<file path="config.mk">
export PLATFORM = sky130hd
export DESIGN_NAME = uart_rx_fifo
export DESIGN_NICKNAME = d
export VERILOG_FILES = /design/src/rtl/uart_rx_fifo.sv
export SDC_FILE = /design/constraint.sdc
export NUM_CORES = 1
export LEC_CHECK = 0
export ABC_AREA = 1
export CAP_MARGIN = 20
export CORE_MARGIN = 2
export CORE_UTILIZATION = 35
export CTS_CLUSTER_SIZE = 16
export DETAILED_ROUTE_END_ITERATION = 8
export PLACE_DENSITY = 0.49
export SYNTH_ARGS = -nofsm -noshare
export SYNTH_HDL_FRONTEND = slang
export SYNTH_SLANG_ARGS = --single-unit
</file>
<file path="constraint.sdc">
create_clock -name clk -period 2.8 [get_ports clk]
set_input_delay 0.42 -clock clk [delete_from_list [all_inputs] [get_ports clk]]
set_output_delay 0.42 -clock clk [all_outputs]
set_load 0.02 [all_outputs]
</file>
<file path="src/rtl/uart_rx_fifo.sv">
// uart_rx_fifo
//   16x-oversampled UART receiver (8N1, LSB first) feeding a 16-entry
//   show-ahead FIFO.
//
// Ports
//   clk        in   system clock (single domain)
//   reset_n    in   asynchronous active-low reset
//   rxd        in   serial line, asynchronous, idles high
//   rd_data    out  byte at the FIFO head (8'h00 while empty)
//   rd_valid   out  FIFO non-empty
//   rd_ready   in   consumer pop request
//   fill       out  FIFO occupancy, 0..16
//   frame_err  out  one-cycle pulse on a bad stop bit
//   overrun    out  one-cycle pulse when a good byte is dropped (FIFO full)
//
// state | meaning
// ------+---------------------------------------------------------------
// IDLE  | line idle, waiting for a falling edge
// START | half a bit period into the start bit, confirm it is still low
// DATA  | sample eight data bits at bit centres, LSB first
// STOP  | sample the stop bit; good -> push, bad -> frame_err
// BREAK | line held low after a framing error; wait for it to go high

module uart_rx_fifo #(
    parameter int BAUD_DIV = 27,
    parameter int DEPTH    = 16
) (
    input  logic       clk,
    input  logic       reset_n,
    input  logic       rxd,
    output logic [7:0] rd_data,
    output logic       rd_valid,
    input  logic       rd_ready,
    output logic [4:0] fill,
    output logic       frame_err,
    output logic       overrun
);

    localparam int DIV_W = (BAUD_DIV > 1) ? $clog2(BAUD_DIV) : 1;

    localparam logic [2:0] IDLE  = 3'd0;
    localparam logic [2:0] START = 3'd1;
    localparam logic [2:0] DATA  = 3'd2;
    localparam logic [2:0] STOP  = 3'd3;
    localparam logic [2:0] BREAK = 3'd4;

    logic             rxd_m;
    logic             rxd_s;
    logic [DIV_W-1:0] div_cnt;
    logic             tick;
    logic             start_entry;
    logic [2:0]       state;
    logic [3:0]       sample_cnt;
    logic [2:0]       bit_cnt;
    logic [7:0]       shift_reg;
    logic             push_pend;

    logic [7:0]       mem [DEPTH];
    logic [3:0]       wr_ptr;
    logic [3:0]       rd_ptr;
    logic             pop;
    logic             full;
    logic             push_acc;
    logic             push_drop;

    // ------------------------------------------------------------------
    // Input synchronizer; resets to the idle (high) line level.
    // ------------------------------------------------------------------
    always_ff @(posedge clk or negedge reset_n) begin
        if (!reset_n) begin
            rxd_m <= 1'b1;
            rxd_s <= 1'b1;
        end else begin
            rxd_m <= rxd;
            rxd_s <= rxd_m;
        end
    end

    // ------------------------------------------------------------------
    // 1/16-bit tick divider. Re-phased on start detection so that bit
    // centres line up with the falling edge of the start bit.
    // ------------------------------------------------------------------
    assign start_entry = (state == IDLE) && !rxd_s;
    assign tick        = (div_cnt == DIV_W'(BAUD_DIV - 1));

    always_ff @(posedge clk or negedge reset_n) begin
        if (!reset_n) begin
            div_cnt <= '0;
        end else if (start_entry || tick) begin
            div_cnt <= '0;
        end else begin
            div_cnt <= div_cnt + 1'b1;
        end
    end

    // ------------------------------------------------------------------
    // Receive FSM. push_pend is a one-cycle request registered on the
    // stop-bit sample; the FIFO takes it on the following edge.
    // ------------------------------------------------------------------
    always_ff @(posedge clk or negedge reset_n) begin
        if (!reset_n) begin
            state      <= IDLE;
            sample_cnt <= '0;
            bit_cnt    <= '0;
            shift_reg  <= '0;
            push_pend  <= 1'b0;
            frame_err  <= 1'b0;
        end else begin
            push_pend <= 1'b0;
            frame_err <= 1'b0;
            case (state)
                IDLE: begin
                    if (!rxd_s) begin
                        state      <= START;
                        sample_cnt <= '0;
                    end
                end
                START: begin
                    if (tick) begin
                        if (sample_cnt == 4'd7) begin
                            sample_cnt <= '0;
                            bit_cnt    <= '0;
                            state      <= rxd_s ? IDLE : DATA;
                        end else begin
                            sample_cnt <= sample_cnt + 1'b1;
                        end
                    end
                end
                DATA: begin
                    if (tick) begin
                        if (sample_cnt == 4'd15) begin
                            sample_cnt <= '0;
                            shift_reg  <= {rxd_s, shift_reg[7:1]};
                            if (bit_cnt == 3'd7) begin
                                state <= STOP;
                            end else begin
                                bit_cnt <= bit_cnt + 1'b1;
                            end
                        end else begin
                            sample_cnt <= sample_cnt + 1'b1;
                        end
                    end
                end
                STOP: begin
                    if (tick) begin
                        if (sample_cnt == 4'd15) begin
                            sample_cnt <= '0;
                            if (rxd_s) begin
                                push_pend <= 1'b1;
                                state     <= IDLE;
                            end else begin
                                frame_err <= 1'b1;
                                state     <= BREAK;
                            end
                        end else begin
                            sample_cnt <= sample_cnt + 1'b1;
                        end
                    end
                end
                BREAK: begin
                    if (rxd_s) begin
                        state <= IDLE;
                    end
                end
                default: begin
                    state <= IDLE;
                end
            endcase
        end
    end

    // ------------------------------------------------------------------
    // Show-ahead FIFO. A pop in the same cycle frees the slot for a push
    // when full, so the byte is accepted rather than dropped.
    // ------------------------------------------------------------------
    assign rd_valid  = (fill != 5'd0);
    assign rd_data   = rd_valid ? mem[rd_ptr] : 8'h00;
    assign pop       = rd_valid && rd_ready;
    assign full      = (fill == 5'(DEPTH));
    assign push_acc  = push_pend && (!full || pop);
    assign push_drop = push_pend && full && !pop;

    always_ff @(posedge clk) begin
        if (push_acc) begin
            mem[wr_ptr] <= shift_reg;
        end
    end

    always_ff @(posedge clk or negedge reset_n) begin
        if (!reset_n) begin
            wr_ptr  <= '0;
            rd_ptr  <= '0;
            fill    <= '0;
            overrun <= 1'b0;
        end else begin
            overrun <= push_drop;
            if (push_acc) begin
                wr_ptr <= wr_ptr + 1'b1;
            end
            if (pop) begin
                rd_ptr <= rd_ptr + 1'b1;
            end
            fill <= fill + 5'(push_acc) - 5'(pop);
        end
    end

endmodule

</file>
**Word level (Yosys, flattened, before mapping)**

Memory sizes are Yosys's and may differ from the RTL's.
Index checks and enable logic that the tools add are counted.

- Flip-flop bits (word level): 41
- RAM bits: 128
- Memories: 1

Memories:

| memory | words | bits a word | read ports | clocked after Yosys merged registers in | wr ports | line | RTL |
|---|---|---|---|---|---|---|---|
| mem | 16 | 8 | 1 | 0 | 1 | 58 | `logic [7:0] mem [DEPTH];` |

- $add $sub $neg: 7
- Eq/ne operators: 20
- Reductions and logical operators: 19
- Muxes and demuxes: 36

Operators by type and width:

| operator | number |
|---|---|
| 2-to-1 mux 3 bit | 15 |
| 2-to-1 mux 4 bit | 5 |
| inequality test 2 bit (second input constant) | 10 |
| case mux 3 bit (5 select lines) | 1 |
| adder 4 x 1 -> 4 bit (second input constant) | 3 |
| case mux 4 bit (3 select lines) | 1 |
| equality test 5 bit (second input constant) | 2 |
| 2-to-1 mux 1 bit | 10 |
| AND reduction 9 bit | 1 |
| 2-to-1 mux 8 bit | 1 |
| equality test 3 x 2 -> 1 bit (second input constant) | 2 |
| equality test 3 bit (second input constant) | 2 |
| case mux 3 bit (2 select lines) | 1 |
| AND reduction 6 bit | 1 |
| adder 5 x 1 -> 5 bit | 1 |
| adder 5 x 1 -> 5 bit (second input constant) | 1 |
| logical AND 1 bit | 5 |
| 2-to-1 mux 5 bit | 1 |
| nonzero test 5 bit | 1 |
| subtractor 5 x 1 -> 5 bit | 1 |
| equality test 4 x 3 -> 1 bit (second input constant) | 1 |
| equality test 4 bit (second input constant) | 1 |
| AND reduction 4 bit | 1 |
| adder 3 x 1 -> 3 bit (second input constant) | 1 |
| 10 further kinds | 13 |

**Logic depth before layout (Yosys ltp)**

Gate-level depths: netlist (run 1).

- Depth after elaboration: 6
- Depth in mapped cells: 13
- Gate-level depth less buffers: 13

**Worst setup path before layout (run 1)**

Ideal clock, no wire load.

- Kind: reg2reg
- Start: reg fill[2]
- End: reg fill[4]
- Data required time: 2.721 ns
- Path buffers: 0
- Slack: 0.206 ns
- Data arrival time: 2.515 ns
- Stages on the path, launching flop included: 14
- Cells stage by stage: dfrtp_1 > inv_1 > ha_1 > nor3b_2 > nand2_1 > nand2_1 > inv_1 > ha_1 > inv_1 > ha_1 > inv_1 > fa_1 > o21ai_0 > xor2_1

- Longest elaborated chain between the ends: 6
- Elaborated cells on any way between the ends: 8
- Those cells by class: add/sub: 2; eq/ne: 1; reduce/logical: 5

RTL lines:

| element | line | RTL |
|---|---|---|
| start: declaration | 34 | `output logic [4:0] fill,` |
| start signal: assignment | 203 | `fill <= fill + 5'(push_acc) - 5'(pop);` |
| nonzero test 5 bit * | 176 | `assign rd_valid = (fill != 5'd0);` |
| named net rd_valid | 32 | `output logic rd_valid,` |
| logical AND 1 bit * | 178 | `assign pop = rd_valid && rd_ready;` |
| named net pop | 61 | `logic pop;` |
| logical OR 1 bit | 180 | `assign push_acc = push_pend && (!full \|\| pop);` |
| logical AND 1 bit | 180 |  |
| adder 5 x 1 -> 5 bit | 203 |  |
| subtractor 5 x 1 -> 5 bit * | 203 |  |

Mark *: on every way through the listed nets, which the timed path passes. The rest lies on a longest branch.
A chain may end at the register's enable or synchronous reset.

**Worst setup path in the final report (run 1)**

- Start: reg rd_ptr[0]
- End: out rd_data[7]

- Longest elaborated chain between the ends: 2

RTL lines:

| element | line | RTL |
|---|---|---|
| start: declaration | 60 | `logic [3:0] rd_ptr;` |
| start signal: assignment | 201 | `rd_ptr <= rd_ptr + 1'b1;` |
| memory (16 x 8 bit) | -- |  |
| 2-to-1 mux 8 bit | 177 | `assign rd_data = rd_valid ? mem[rd_ptr] : 8'h00;` |
| end: declaration | 31 | `output logic [7:0] rd_data,` |

No other way between the ends.

==> insert_results.sql, run 1 <==
INSERT INTO impl_metrics (metric_group, metric, value, unit) VALUES
('placed_design', 'globalplace.congestion', '0.7870', ''),
('die', 'initial_util', '35.35', '%'),
('timing', 'finalSetupViolations', '0', ''),
('final_layout', 'fillerInstances', '2008', ''),
('clock_network', 'cts_tree', 'done', ''),
('die', 'die_width', '149.2', 'um'),
('global_route', 'grt_antenna_before_repair', '0', ''),
('yosys', 'synth.most_common_cell', 'nand2_1', ''),
('timing', 'finalCritPeriodShare', '93.12', '%'),
('worst_setup_path', 'timing.critical_path.to_type', 'output port', ''),
('die', 'top_level_ports', '20', ''),
('worst_setup_path', 'crit_path_max_incr_delay', '0.42', 'ns'),
('detailed_routing', 'routedWlPerCell', '16.24', 'um'),
('worst_setup_path', 'setup_crit_path_kind', 'flip-flop to output port', ''),
('global_route', 'grt_pass1_vias', '4703', ''),
('power_and_ir_drop', 'power_density', '825.8', 'nW/um^2'),
('worst_setup_path', 'rr_endpoint', 'fill[4]', ''),
('worst_setup_path', 'critical_path.slowest_cell', 'dfrtp_2', ''),
('yosys', 'yosys-mux-area-fraction', '0', '%'),
('worst_setup_path', 'worst_r2r_path_depth', '13', ''),
('worst_setup_path', 'rrSetupSlack', '0.34', 'ns'),
('yosys', 'post_synth_main_area_contributors', 'edfxtp_1 52%, dfrtp_1 13%, nand2_1 11%, nand3_1 7.6%, ha_1 2.7%', ''),
('worst_setup_path', 'largest_delay_contributor_family_on_the_critical_path', 'buffers and inverters', ''),
('power_and_ir_drop', 'total_leakage_power', '3.571', 'nW'),
('timing', 'final_total_negative_setup_slack', '0', 'ns'),
('timing', 'clock_skew', '0.01192', 'ns'),
('detailed_routing', 'routed_via_density', '4.767', ''),
('timing', 'slew_violations', '0', ''),
('timing', 'timing.final.crit_period', '2.607', 'ns'),
('global_route', 'grt_use_total', '15.67', '%'),
('yosys', 'synth-edff-count', '128', ''),
('clock_network', 'clock_sink_count', '169', ''),
('min_path', 'worst_hold_path_type', 'input port to async pin', ''),
('timing', 'slew-limit-headroom', '34.60', '%'),
('final_layout', 'largest_register_ffs', '128', ''),
('placed_design', 'port_buffers', '19', ''),
('detailed_routing', 'drt-total-wl', '16.25', 'mm'),
('final_layout', 'layout-area-overhead-vs-synth', '15.05', '%'),
('yosys', 'yosysTopAreaCellShare', '52.06', '%'),
('yosys', 'post_synth_inst_count', '676', ''),
('yosys', 'synth_compound_gate_area_share', '2.491', '%'),
('worst_setup_path', 'cp_num_buf_inv', '2', ''),
('final_layout', 'fraction_of_layout_cells_with_a_size_suffix_above_1', '11.57', '%'),
('final_layout', 'insertedDiodeCount', '0', ''),
('clock_network', 'clock_tree.htree_level_count', '4', ''),
('yosys', 'synthTopCellsByCount', '209 x nand2_1, 128 x edfxtp_1, 112 x nand3_1', ''),
('timing', 'grt_setup_unrepaired', 'no', ''),
('worst_setup_path', 'critPathArrivalTime', '2.19', 'ns'),
('timing', 'final-hold-violation-count', '0', ''),
('global_route', 'global_route_wire_length_before_repair', '26.22', 'mm'),
('final_layout', 'util_after_layout', '40.66', '%'),
('flow_run', 'max_cap_check_violation_count', '0', ''),
('yosys', 'yosys.area_share.xor_xnor', '1.542', '%'),
('yosys', 'postSynthNetCount', '697', ''),
('run_status', 'run_status', 'complete, no violations', ''),
('placed_design', 'hpwlAfterDp', '10.46', 'mm'),
('global_route', 'maximum_number_of_pins_on_one_net_before_global_route_repair', '42', ''),
('clock_network', 'cts-root-to-sink-buffers', '2', ''),
('yosys', 'synthAdderAreaFrac', '2.983', '%'),
('worst_setup_path', 'r2r_startpoint', 'fill[3]', ''),
('worst_setup_path', 'critical_path_required', '2.38', 'ns'),
('yosys', 'synth_simple_gate_area_share', '22.56', '%'),
('worst_setup_path', 'path_cells', 'buf_4 > nand2_1 > nand3_1 > nand3_1 > nand2_1 > nand2_1 > a21oi_1 > dlygate4sd2_1', ''),
('worst_setup_path', 'crit_path_start_kind', 'flip-flop', ''),
('clock_network', 'total_clock_buffers_created_by_cts', '17', ''),
('worst_setup_path', 'cp-startpoint', 'rd_ptr[0]', ''),
('power_and_ir_drop', 'peakVddDrop', '463.8', 'uV'),
('yosys', 'netlist-cell-type-count', '32', ''),
('yosys', 'synth.yosys.warnings', '0', ''),
('worst_setup_path', 'critical_path.max_fanout', '29', ''),
('yosys', 'synth.yosys.seq_area_share', '65.99', '%');
==> stage by stage <==
stage	hold WS (ns)	cell area, sq um	worst slack [ns]	total power, mW	std cells
after global routing	0.2076	8494	0.03138	7.429	1001
after global placement	0.3500	7973	0.2583	5.066	970
after CTS	0.1798	8492	-0.1324	7.109	1001
final	0.1575	8494	0.1925	7.015	1001
after detailed placement	0.3505	7973	0.2275	5.065	970
after floorplan	0.1244	7383	0.2056	4.296	676
==> worst max path at each step <==
stage | endpoint | cells after the start
2_1_floorplan | fill[4] | 13
3_3_place_gp | fill[4] | 11
6_report | rd_data[7] | 8
5_1_grt | rd_data[7] | 8
4_1_cts | rd_data[5] | 8
3_5_place_dp | fill[4] | 11
==> repair_timing <==
action                                  in CTS  in global routing
setup buffers                                0                  0
hold buffers                                 0                  0
endpoints found under the setup margin       8                  4
resized for setup                            7                  5
==> where the power goes <==
group          internal [mW]  switching [mW]
clock network           1.13           0.959
registers               2.75          0.0866
logic                  0.737            1.35
==> kinds of logic after synthesis <==
group	Yosys count
buffers and inverters	67
XOR/XNOR	13
AND/OR/NAND/NOR	377
flip-flops	169
adder cells (fa/ha/maj)	17
AO/OA/AOI/OAI	33
==> cells in the final DEF (no fill, tap or decap), types with 2 or more instances in the layout <==
cell type	n
a21oi_1	15
buf_12	3
buf_4	22
clkbuf_16	17
clkdlybuf4s50_1	10
clkinv_1	3
clkinv_4	4
clkinvlp_4	5
dfrtp_1	38
dfstp_2	2
dlygate4sd2_1	6
edfxtp_1	128
ha_1	16
inv_1	34
inv_2	5
inv_6	2
nand2_1	209
nand2_2	8
nand3_1	112
nand3_2	2
nand3b_1	2
nand4_1	2
nor2_1	33
nor2_4	3
nor3_1	3
o21ai_0	8
o21ai_1	7
xnor2_1	3
xor2_1	10
==> worst reg2reg max path, delay by kind of cell (launching register included) <==
family / cells / cell delay, ns
adder cells (fa/ha/maj): 4 / 0.96
XOR/XNOR: 1 / 0.15
AND/OR/NAND/NOR: 3 / 0.38
AO/OA/AOI/OAI: 1 / 0.18
buffers and inverters: 4 / 0.30
flip-flops: 1 / 0.41
==> cell type report <==
type	instances	area, sq um	share of cell area [%]
clock buffers	18	429.2	5.052
clock inverters	13	98.84	1.164
inverters	41	153.9	1.812
multi-input cells	440	2183	25.70
flip-flops and latches	169	4873	57.37
well taps	275	344.1	4.051
repair buffers	45	411.6	4.846
==> per-layer routing <==
layer  track usage (%)  wire length [um]
met1             21.02              7623
met2             25.69              7916
met3             3.639               561
met4             4.143               151
met5                 0                 0
(Power assumes the default switching activity.)
==> inputs of run 2 (changes only) <==
SKIP_LAST_GASP = 1   (was default)
SLEW_MARGIN = 0   (was default)
==> results of run 2 <==
Final layout, timing and power as in run 1 (identical DEF).
==> inputs of run 3 (changes only) <==
CORE_MARGIN = 1.5   (was 2)
==> insert_results.sql, run 3 (synthesis gave the netlist of run 1 again) <==
INSERT INTO impl_metrics (metric_group, metric, value, unit) VALUES
('run_status', 'run_status', 'complete, no violations', ''),
('detailed_routing', 'routed_via_density', '4.776', ''),
('clock_network', 'clock_tree.htree_level_count', '4', ''),
('worst_setup_path', 'critical_path_required', '2.38', 'ns'),
('placed_design', 'dpl_worst_slack', '0.1481', 'ns'),
('detailed_routing', 'routed-via-count', '4776', ''),
('timing', 'slew-limit-headroom', '37.84', '%'),
('die', 'die_width', '148.2', 'um'),
('detailed_routing', 'drt_pass1_iterations', '4', ''),
('power_and_ir_drop', 'power_density', '844.1', 'nW/um^2'),
('clock_network', 'holdBufCountCts', '0', ''),
('detailed_routing', 'detailedRoute.firstIterationViolations', '249', ''),
('timing', 'finalCritPeriodShare', '94.31', '%'),
('global_route', 'global_route_wire_length_before_repair', '25.59', 'mm'),
('min_path', 'worst_hold_path_type', 'input port to async pin', ''),
('detailed_routing', 'drt-total-wl', '16.35', 'mm'),
('timing', 'finalWorstSetupSlack', '0.1594', 'ns'),
('power_and_ir_drop', 'power', '7.227', 'mW'),
('final_layout', 'fillerInstances', '1966', ''),
('final_layout', 'layout-area-overhead-vs-synth', '15.96', '%'),
('worst_setup_path', 'setup_crit_path_kind', 'flip-flop to output port', ''),
('placed_design', 'port_buffers', '19', ''),
('timing', 'finalSetupViolations', '0', ''),
('power_and_ir_drop', 'peakVddDrop', '448.0', 'uV'),
('timing', 'grt_setup_unrepaired', 'no', ''),
('worst_setup_path', 'critical_path.slowest_cell', 'dfrtp_1', ''),
('worst_setup_path', 'crit_path_start_kind', 'flip-flop', ''),
('worst_setup_path', 'timing.critical_path.to_type', 'output port', ''),
('global_route', 'maximum_number_of_pins_on_one_net_before_global_route_repair', '44', ''),
('final_layout', 'insertedDiodeCount', '0', ''),
('clock_network', 'clock_sink_count', '169', ''),
('global_route', 'grt_use_total', '15.75', '%'),
('final_layout', 'fraction_of_layout_cells_with_a_size_suffix_above_1', '12.47', '%'),
('worst_setup_path', 'critPathArrivalTime', '2.22', 'ns'),
('worst_setup_path', 'critical_path.max_fanout', '4', ''),
('die', 'initial_util', '36.03', '%'),
('clock_network', 'total_clock_buffers_created_by_cts', '17', ''),
('worst_setup_path', 'path_cells', 'clkinvlp_4 > buf_4 > buf_4 > nand3_1 > nand3_1 > nand2_1 > nand2_1 > a21oi_1 > dlygate4sd2_1', ''),
('detailed_routing', 'routedWlPerCell', '16.35', 'um'),
('worst_setup_path', 'rrSetupSlack', '0.28', 'ns'),
('timing', 'final-hold-violation-count', '0', ''),
('global_route', 'grt-ovfl-total', '0', ''),
('detailed_routing', 'detail_route.drc_violations', '0', ''),
('detailed_routing', 'antenna_left', '0', ''),
('die', 'core', '20490', 'sq um'),
('timing', 'clock_skew', '0.01453', 'ns'),
('final_layout', 'largest_register_ffs', '128', ''),
('power_and_ir_drop', 'total_leakage_power', '3.607', 'nW'),
('flow_run', 'max_cap_check_violation_count', '0', ''),
('global_route', 'grt_antenna_before_repair', '0', ''),
('die', 'top_level_ports', '20', ''),
('placed_design', 'globalplace.congestion', '0.7944', ''),
('final_layout', 'util_after_layout', '41.78', '%'),
('clock_network', 'clock_pin_slew_of_the_registers_on_the_worst_case_setup_and_hold_paths', '0.07', 'ns'),
('timing', 'max_clock_freq', '378.7', 'MHz'),
('die', 'fp.dieH', '148.2', 'um'),
('final_layout', 'most_frequent_cells_in_the_layout', '209 x nand2_1, 128 x edfxtp_1, 112 x nand3_1', ''),
('timing', 'timing.final.crit_period', '2.641', 'ns'),
('clock_network', 'clkLatencyLatePin', '0.43', 'ns'),
('worst_setup_path', 'worst_r2r_path_depth', '13', ''),
('timing', 'slew_violations', '0', ''),
('final_layout', 'layout.nets', '738', ''),
('die', 'floorplan.rows', '52', ''),
('clock_network', 'ctsRootBufferMaster', 'clkbuf_16', ''),
('global_route', 'grt_pass1_vias', '4614', ''),
('worst_setup_path', 'crit_path_max_incr_delay', '0.41', 'ns'),
('timing', 'timing_worst_slew_pin_value', '0.9325', 'ns'),
('clock_network', 'cts-root-to-sink-buffers', '2', ''),
('clock_network', 'cts_tree', 'done', ''),
('final_layout', 'layout_commonest_cell', 'nand2_1', ''),
('die', 'die_area', '21980', 'sq um'),
('placed_design', 'hpwlAfterDp', '10.43', 'mm');
[run 3: stage by stage]
step | cell area, sq um | std cells | TNS, ns | hold slack (ns)
after floorplan | 7383 | 676 | 0 | 0.1244
after global routing | 8562 | 1000 | 0 | 0.2102
after CTS | 8556 | 1000 | -0.05248 | 0.1681
after detailed placement | 7954 | 965 | 0 | 0.3551
after global placement | 7954 | 965 | 0 | 0.3484
final | 8562 | 1000 | 0 | 0.1417
[run 3: metal layers]
| metal | GRT usage, % | wire length (um) | up-vias |
|---|---|---|---|
| met5 | 0 | 0 | - |
| met4 | 4.752 | 197 | 0 |
| met3 | 2.975 | 574 | 13 |
| met2 | 25.61 | 7797 | 86 |
| met1 | 21.46 | 7782 | 2310 |
| li1 | - | - | 2367 |
[run 3: final timing paths]
path / startpoint / end
max reg2reg: fill[3] / fill[4]
min in group clk: rxd_m / rxd_s
min reg2reg: rxd_m / rxd_s
min: reset_n / rd_ptr[1]
max in group asynchronous: reset_n / rd_ptr[0]
max: rd_ptr[1] / rd_data[7]
[run 3: final cells by class]
| class | instances | area, sq um | share of cell area [%] |
|---|---|---|---|
| Clock buffer | 17 | 425.4 | 4.969 |
| Timing Repair Buffer | 48 | 436.7 | 5.100 |
| Multi-Input combinational cell | 440 | 2187 | 25.54 |
| Tap cell | 270 | 337.8 | 3.946 |
| Sequential cell | 169 | 4873 | 56.92 |
| Clock inverter | 15 | 143.9 | 1.681 |
| Inverter | 41 | 157.7 | 1.841 |
[run 3: where the power goes]
group          leakage, nW  internal, mW  total [mW]  switching (mW)
Clock                0.265          1.24        2.23           0.994
Combinational         1.35         0.767        2.16            1.39
Sequential            1.99          2.74        2.84          0.0915
[run 3: repair_timing]
item	CTS	global route
setup endpoints to repair	8	2
setup buffers	3	0
resized for setup	12	3
cloned	0	0
[run 3: critical path: cells and delay by family, from the launching register on]
family / cells / cell delay [ns]
AOI/OAI and AO/OA: 1 / 0.15
buffers and inverters: 4 / 0.81
DFF: 1 / 0.41
and+or+nand+nor: 4 / 0.44
